[src/rtl/pacman_motion.sv]
// pacman_motion: per-frame Pac-Man movement controller driving pacman_sprite.
// Ports: clk, rst (sync active-low); frame_tick, freeze; btn_up/down/left/right
//   request buttons; tile_x/tile_y wall-ROM query (registered), wall_q ROM
//   answer one cycle later; x_pac/y_pac/h_flip/v_flip to the sprite;
//   dir/moving/busy status.
// An accepted tick updates position, flips, dir and moving together 4 edges
// later. busy is high for those 4 cycles, and ticks arriving then are dropped.
// Optional feature macro PACMAN_TUNNEL_WRAP_EN: left/right tunnel wrap of
// position and column queries. When undefined, the playfield edge acts as a wall.
module pacman_motion #(
  parameter int PLAY_W  = 224,
  parameter int PLAY_H  = 248,
  parameter int START_X = 104,
  parameter int START_Y = 184
) (
  input  logic       clk,
  input  logic       rst,
  input  logic       frame_tick,
  input  logic       freeze,
  input  logic       btn_up,
  input  logic       btn_down,
  input  logic       btn_left,
  input  logic       btn_right,
  output logic [4:0] tile_x,
  output logic [4:0] tile_y,
  input  logic       wall_q,
  output logic [8:0] x_pac,
  output logic [8:0] y_pac,
  output logic       h_flip,
  output logic       v_flip,
  output logic [1:0] dir,
  output logic       moving,
  output logic       busy
);

  localparam int         COLS     = PLAY_W / 8;
  localparam logic [4:0] LAST_COL = 5'(COLS - 1);
  localparam logic [8:0] X_MAX    = 9'(PLAY_W - 8);
  localparam int         ROWS     = PLAY_H / 8;

`ifdef PACMAN_TUNNEL_WRAP_EN
  localparam bit WRAP_EN = 1'b1;
`else
  localparam bit WRAP_EN = 1'b0;
`endif

  localparam logic [1:0] DIR_R = 2'd0;
  localparam logic [1:0] DIR_L = 2'd1;
  localparam logic [1:0] DIR_U = 2'd2;

  typedef enum logic [2:0] {IDLE, Q_TURN, E_TURN, Q_FWD, E_FWD} state_t;

  state_t     state_q, state_d;
  logic [1:0] req_q, req_d;     // latched button request
  logic [1:0] turn_q, turn_d;   // request captured with the tick, matches the turn query
  logic [1:0] nxt_q, nxt_d;     // resolved direction, committed to dir_q at the end
  logic [1:0] dir_q, dir_d;
  logic [8:0] x_q, x_d, y_q, y_d;
  logic [4:0] tx_q, tx_d, ty_q, ty_d;
  logic       hf_q, hf_d, vf_q, vf_d, mov_q, mov_d;

  logic       aligned;
  logic [4:0] col, row;
  logic [1:0] res_dir;
  logic [9:0] req_tile, res_tile;

  // Neighbour tile {col,row} one step in direction d; columns wrap or clamp.
  function automatic logic [9:0] nbr_tile(input logic [1:0] d, input logic [4:0] c,
                                          input logic [4:0] r);
    logic [4:0] nc, nr;
    nc = c;
    nr = r;
    case (d)
      DIR_R:   nc = (c == LAST_COL) ? (WRAP_EN ? 5'd0 : LAST_COL) : c + 5'd1;
      DIR_L:   nc = (c == 5'd0) ? (WRAP_EN ? LAST_COL : 5'd0) : c - 5'd1;
      DIR_U:   nr = r - 5'd1;
      default: nr = r + 5'd1;
    endcase
    return {nc, nr};
  endfunction

  // True when the neighbour lies outside the playfield and the edge acts as a wall.
  function automatic logic edge_wall(input logic [1:0] d, input logic [4:0] c);
    return !WRAP_EN && (((d == DIR_R) && (c == LAST_COL)) || ((d == DIR_L) && (c == 5'd0)));
  endfunction

  assign aligned = (x_q[2:0] == 3'd0) && (y_q[2:0] == 3'd0);
  assign col     = x_q[7:3];
  assign row     = y_q[7:3];

  always_comb begin
    state_d = state_q;
    req_d   = req_q;
    turn_d  = turn_q;
    nxt_d   = nxt_q;
    dir_d   = dir_q;
    x_d     = x_q;
    y_d     = y_q;
    tx_d    = tx_q;
    ty_d    = ty_q;
    hf_d    = hf_q;
    vf_d    = vf_q;
    mov_d   = mov_q;

    // Reversal is always allowed; other turns need an aligned, open neighbour.
    res_dir = dir_q;
    if (turn_q == (dir_q ^ 2'b01)) begin
      res_dir = turn_q;
    end else if ((turn_q != dir_q) && aligned && !wall_q && !edge_wall(turn_q, col)) begin
      res_dir = turn_q;
    end
    req_tile = nbr_tile(req_q, col, row);
    res_tile = nbr_tile(res_dir, col, row);

    if (!freeze) begin
      if (btn_up)         req_d = 2'd2;
      else if (btn_down)  req_d = 2'd3;
      else if (btn_left)  req_d = 2'd1;
      else if (btn_right) req_d = 2'd0;
    end

    case (state_q)
      IDLE: begin
        if (frame_tick && !freeze) begin
          {tx_d, ty_d} = req_tile;
          turn_d       = req_q;
          state_d      = Q_TURN;
        end
      end
      Q_TURN: state_d = E_TURN;
      E_TURN: begin
        nxt_d        = res_dir;
        {tx_d, ty_d} = res_tile;
        state_d      = Q_FWD;
      end
      Q_FWD: state_d = E_FWD;
      E_FWD: begin
        dir_d = nxt_q;
        hf_d  = ~nxt_q[0];
        vf_d  = ~nxt_q[1];
        if (aligned && (wall_q || edge_wall(nxt_q, col))) begin
          mov_d = 1'b0;
        end else begin
          mov_d = 1'b1;
          case (nxt_q)
            DIR_R:   x_d = (WRAP_EN && (x_q == X_MAX)) ? 9'd0 : x_q + 9'd1;
            DIR_L:   x_d = (WRAP_EN && (x_q == 9'd0)) ? X_MAX : x_q - 9'd1;
            DIR_U:   y_d = y_q - 9'd1;
            default: y_d = y_q + 9'd1;
          endcase
        end
        state_d = IDLE;
      end
      default: state_d = IDLE;
    endcase
  end

  always_ff @(posedge clk) begin
    if (!rst) begin
      state_q <= IDLE;
      req_q   <= DIR_L;
      turn_q  <= DIR_L;
      nxt_q   <= DIR_L;
      dir_q   <= DIR_L;
      x_q     <= 9'(START_X);
      y_q     <= 9'(START_Y);
      tx_q    <= 5'd0;
      ty_q    <= 5'd0;
      hf_q    <= 1'b0;
      vf_q    <= 1'b1;
      mov_q   <= 1'b0;
    end else begin
      state_q <= state_d;
      req_q   <= req_d;
      turn_q  <= turn_d;
      nxt_q   <= nxt_d;
      dir_q   <= dir_d;
      x_q     <= x_d;
      y_q     <= y_d;
      tx_q    <= tx_d;
      ty_q    <= ty_d;
      hf_q    <= hf_d;
      vf_q    <= vf_d;
      mov_q   <= mov_d;
    end
  end

  assign tile_x = tx_q;
  assign tile_y = ty_q;
  assign x_pac  = x_q;
  assign y_pac  = y_q;
  assign h_flip = hf_q;
  assign v_flip = vf_q;
  assign dir    = dir_q;
  assign moving = mov_q;
  assign busy   = (state_q != IDLE) && (ROWS > 0);

endmodule
[config.mk]
export PLATFORM = sky130hd
export DESIGN_NAME = pacman_motion
export DESIGN_NICKNAME = d
export VERILOG_FILES = /design/src/rtl/pacman_motion.sv
export SDC_FILE = /design/constraint.sdc
export NUM_CORES = 1
export LEC_CHECK = 0
export ABC_AREA = 1
export BUFFER_PORTS_ARGS = -buffer_cell sky130_fd_sc_hd__buf_2
export CAP_MARGIN = 20
export CORE_MARGIN = 4
export CORE_UTILIZATION = 50
export CTS_BUF_LIST = sky130_fd_sc_hd__clkbuf_4 sky130_fd_sc_hd__clkbuf_8
export CTS_CLUSTER_SIZE = 14
export DETAILED_ROUTE_END_ITERATION = 8
export GPL_TIMING_DRIVEN = 0
export PLACE_DENSITY = 0.78
export SLEW_MARGIN = 15
export SYNTH_ARGS = -nofsm -noshare
export SYNTH_HDL_FRONTEND = slang
export SYNTH_SLANG_ARGS = --single-unit
[constraint.sdc]
create_clock -name clk -period 2.15 [get_ports clk]
set_input_delay 0.215 -clock clk [delete_from_list [all_inputs] [get_ports clk]]
set_output_delay 0.215 -clock clk [all_outputs]
set_load 0.01 [all_outputs]
After elaboration in Yosys (flattened, before gate mapping)
Cells that the tools add are included.
{"block": "totals", "regBits": 42, "in_bits": 9, "output_inout_bits": 34}
{"block": "classes", "add_sub_neg": 8, "n_eq_ne": 15, "n_mux": 21, "bitwise": 6, "n_reduce_logical": 36}
{"operator": "$pmux 5 s2", "count": 6}
{"operator": "$pmux 9 s2", "count": 2}
{"operator": "$mux 5", "count": 4}
{"operator": "$add 9x1->9 const B", "count": 2}
{"operator": "$sub 9x1->9 const B", "count": 2}
{"operator": "$mux 2", "count": 6}
{"operator": "$pmux 3 s4", "count": 1}
{"operator": "$add 5x1->5 const B", "count": 2}
{"operator": "$logic_and 1x1->1", "count": 10}
{"operator": "$sub 5x1->5 const B", "count": 2}
{"operator": "$logic_not 3->1", "count": 3}
{"operator": "$eq 2x1->1 const B", "count": 4}
{"operator": "$logic_not 2->1", "count": 4}
{"operator": "$eq 2x2->1 const B", "count": 3}
{"operator": "$eq 3x2->1 const B", "count": 2}
{"operator": "$not 1->1", "count": 6}
{"operator": "$reduce_and 2->1", "count": 3}
{"operator": "$reduce_and 3->1", "count": 2}
{"operator": "$reduce_or 2->1", "count": 3}
{"operator": "$eq 5x5->1 const B", "count": 1}
{"operator": "$logic_not 5->1", "count": 1}
{"operator": "$reduce_bool 2->1", "count": 2}
{"operator": "$reduce_bool 4->1", "count": 1}
{"operator": "$eq 3x1->1 const B", "count": 1}
{"operator": "other kinds (9)", "count": 13}

Logic depth before layout (Yosys ltp)
{"block": "logic_depth", "depth_word": 11, "depth_mapped": 15, "mapped_depth_nobuf": 15}

Least setup slack after synthesis
OpenSTA, ideal clock, no wires.
{"block": "synth_path", "kind": "reg2reg", "from": "register nxt_q[0]", "to": "register x_q[6] (netlist: x_pac[6])", "arrival_time_ps": 2061, "required_ps": 2021, "setup_slack_ps": -40, "path_stages_with_launch": 11, "n_path_buf": 0, "period_less_slack_ps": 2190, "path_cell_list": "dfxtp_1 -> inv_1 -> nor2_1 -> inv_1 -> fa_1 -> o21ai_0 -> a21oi_1 -> o21bai_1 -> a21oi_1 -> o21ai_0 -> o211ai_1"}
{"block": "synth_between", "elab_chain_len": 7}
{"element": "from (decl)", "line": "56", "text": "logic [1:0] nxt_q, nxt_d;"}
{"element": "from (signal assigned)", "line": "176", "text": "nxt_q <= nxt_d;"}
{"element": "$eq 2x1->1 / $logic_not 2->1 (equally long branches)", "line": "84, 145"}
{"element": "$logic_and 1x1->1", "line": "84", "text": "return !WRAP_EN && (((d == DIR_R) && (c == LAST_COL)) || ((d == DIR_L) && (c == 5'd0)));"}
{"element": "$logic_or 1x1->1", "line": "84"}
{"element": "$logic_or 1x1->1", "line": "141", "text": "if (aligned && (wall_q || edge_wall(nxt_q, col))) begin"}
{"element": "$logic_and 1x1->1", "line": "141"}
{"element": "$not 1->1 (no source line)"}
{"element": "$reduce_and 3->1 (no source line)"}
{"element": "to (signal assigned)", "line": "165", "text": "x_q <= 9'(START_X);"}
{"element": "to (decl)", "line": "58", "text": "logic [8:0] x_q, x_d, y_q, y_d;"}
Several ways; a longest one is shown, not always the timed one.
A chain may end at the register's enable or synchronous reset.

Final worst setup path
{"block": "layout_path", "from": "register x_q[7] (netlist: x_pac[7])", "to": "register ty_q[2] (netlist: tile_y[2])"}
{"block": "layout_between", "elab_chain_len": 11}
{"element": "$eq 5x5->1 / $logic_not 5->1 (equally long branches)", "line": "84"}
{"element": "$logic_and 1x1->1", "line": "84"}
{"element": "$logic_or 1x1->1 (*)", "line": "84"}
{"element": "$logic_not 1->1 (*)", "line": "109", "text": "end else if ((turn_q != dir_q) && aligned && !wall_q && !edge_wall(turn_q, col)) begin"}
{"element": "$logic_and 1x1->1 (*)", "line": "109"}
{"element": "$mux 2 (*)", "line": "109"}
{"element": "$mux 2 (*)", "line": "107", "text": "if (turn_q == (dir_q ^ 2'b01)) begin"}
{"element": "$eq 2x1->1 / $logic_not 2->1 (equally long branches)", "line": "73", "text": "case (d)"}
{"element": "$reduce_or 2->1 (no source line)"}
{"element": "$pmux 5 s2 (*)", "line": "73"}
{"element": "$pmux 5 s2 (*)", "line": "122", "text": "case (state_q)"}
{"element": "to (signal assigned)", "line": "181", "text": "ty_q <= ty_d;"}
{"element": "to (decl)", "line": "59", "text": "logic [4:0] tx_q, tx_d, ty_q, ty_d;"}
Mark *: on every way between the ends. The rest lies on a longest branch, timed or not.

==> metrics.cfg <==
[grt]
grt_start_max_net_pins=13
grt_pass1_vias=3074
grt_pass1_wl_um=14400
antenna_found_initial=0
use_met1_pct=31.5
met2_usage_pct=38.2
grtUsageMet3_pct=4.47
top_usage_layer=met2
overflow=0
grt_usage_pct=23.5

[setup_path]
required_ns=2.31
start_kind=flip-flop
crit_path_end_kind=flip-flop
r2r_cells=13
r2r-end=tile_y[2]
reg2reg_slack_ns=0.15
critPathMaxFanout=10
arrival_ns=2.16
critPathKind=reg2reg
reg2reg_from=x_pac[7]

[synth]
ys_types=41
yosys_most_used_dff=dfxtp_1
post-synth-top-count-cell=nand2_1
ys_seq_elements=42
async_flop_share_pct=0
synth_nets=471
synth-seq-area-share_pct=27.4
synthTopCellsByArea=dfxtp_1, nand2_1, a21oi_1
synth_area_leader_cell=dfxtp_1
syn_inst=441
netlist_area_um2=3070
synth.avg_cell_area_um2=6.97
synth_edf_count=0
synth_top_area_share_pct=27.4
synth_commonest_cells=nand2_1, inv_1, a21oi_1
yosys_warnings=0

[timing]
slew_violations=0
finalSetupTns_ns=0
finalSetupViolations=0
setup_ws_ns=0.146
period_minus_slack_ns=2.00
rsz0062_at_grt=yes
relSlewSlack_pct=61.1
worst_pin_slew_ns=0.583
fmax_mhz=499
finalClockSkew_ns=0.00620
period_share_pct=93.2
finalHoldViolations=0

[clock_network]
clkSlewWorstSetupHoldPaths_ns=0.08
numCtsBuffers=5
cts_sinks=42
clock_latency_ns=0.30
postCtsHoldBufs=0
h-tree-depth=2
cts_tree=done
root_buffer=clkbuf_8
clk_path_buf_depth=2

[power]
sw_frac_of_total_pct=30.3
switchingPower_uw=531
ir_drop_uv=361
seqPwrFrac_pct=47.2
leakagePower_uw=0.00168
powerDensity_nw_per_um2=480
power.share.clock_pct=31.2
combPwrFrac_pct=21.6
intPower_uw=1220

[final_layout]
syn_to_final_growth_pct=19.0
diodes=0
drive_above_1_share_pct=21.4
nNetsFinal=533
fin_cells=579
fillers=550

[routing]
dr.pass1.iters=5
wirelength_um=8620
ant_nets=0
routedWlPerCell_um=14.9
post-route-drc-count=0
vias=3289
viasPerCell=5.68
drtIter0Drc=375

[die]
dieArea_um2=7460
chipHeight_um=86.4
num_rows=28
io_pins=43
fp.coreArea_um2=5960
fp.dieW_um=86.4
start_util_pct=51.6

[placement]
portBuffers=42
gp_congestion=0.866
place_hpwl_um=6270
pre_cts_slack_ns=-0.363
dp_cells=558

[worst_hold_path]
min_from=freeze
worstHoldPathType=in2reg
holdPathStages=2
holdPathEnd=req_q[0]

[outcome]
outcome=completed

[job]
maxCapViolCount=0

## worst max-delay path, cell delays in order (launching register included)
cell,delay [ns]
dfxtp_1,0.36
buf_2,0.23
nand2_2,0.09
nor2_2,0.23
nand2_2,0.08
nand2_1,0.08
inv_2,0.05
nand2_4,0.08
nand3_4,0.17
buf_4,0.19
nand4_1,0.08
nand3_1,0.08
nand2_1,0.07
a21oi_1,0.06
## cells in the final DEF (no fill, tap or decap), types with 18 or more instances in the layout
master   instances
nand2_1         88
inv_1           48
a21oi_1         48
buf_2           43
dfxtp_1         38
nand3_1         31
o21ai_0         25
nor2_1          22
ha_1            18
## registers in the layout, summed over array words and instances, names as in the netlist, 3 cells and up
name / count
state_q: 3
tile_x: 5
tile_y: 5
x_pac: 9
y_pac: 9
## power groups by stage
stage               logic, uW  registers (uW)  clock network (uW)
floorplan                 246             852                   0
global placement          339             848                   0
detailed placement        347             849                   0
CTS                       363             831                 558
global route              420             832                 596
finish                    380             828                 548
## cells by family after synthesis
family	synth area share [%]
AO/OA/AOI/OAI	21.3
XOR/XNOR	5.42
adder cells (fa/ha/maj)	9.04
buffers and inverters	9.00
flip-flops	27.4
AND/OR/NAND/NOR	27.9
## per-stage QoR
step                hold slack, ns  util (%)  cell area [um^2]  power [uW]
floorplan                    0.353         -              3080        1100
global placement             0.428      56.8              3380        1190
detailed placement           0.438      56.8              3380        1200
CTS                          0.197      59.7              3560        1750
global route                 0.210      61.4              3660        1850
finish                       0.213      61.4              3660        1750
## final cells by class
class | instances | area, um^2 | share of cell area [%]
Tap cell | 75 | 93.8 | 2.57
Clock buffer | 7 | 90.1 | 2.46
Timing Repair Buffer | 55 | 333 | 9.10
Buffer | 11 | 76.3 | 2.09
Inverter | 54 | 203 | 5.54
Multi-Input combinational cell | 334 | 2000 | 54.8
Sequential cell | 42 | 853 | 23.3
Clock inverter | 1 | 5.00 | 0.137
## per-layer routing
metal  routed length (um)  vias up
met5                    0        -
met4                  175        0
met3                  704       21
met2                 3890      170
met1                 3850     1462
li1                     -     1636
## worst max-delay path by stage
stage	startpoint	endpoint	slack (ns)	cells past startpoint
after detailed placement	nxt_q[0]	x_pac[6]	-0.36	10
after floorplan	nxt_q[0]	x_pac[6]	0.08	10
final	x_pac[7]	tile_y[2]	0.15	13
after global placement	nxt_q[1]	y_pac[8]	-0.31	10
after global routing	x_pac[4]	tile_x[2]	-0.01	14
after CTS	x_pac[4]	tile_y[2]	0.008	14
## timing repair
action | 4_1_cts | 5_1_grt
gates resized for setup | 7 | 14
buffers inserted | 5 | 8
setup endpoints to repair | 17 | 28
pin swaps | 2 | 3
No activity file was read; power rests on OpenSTA's default activity.
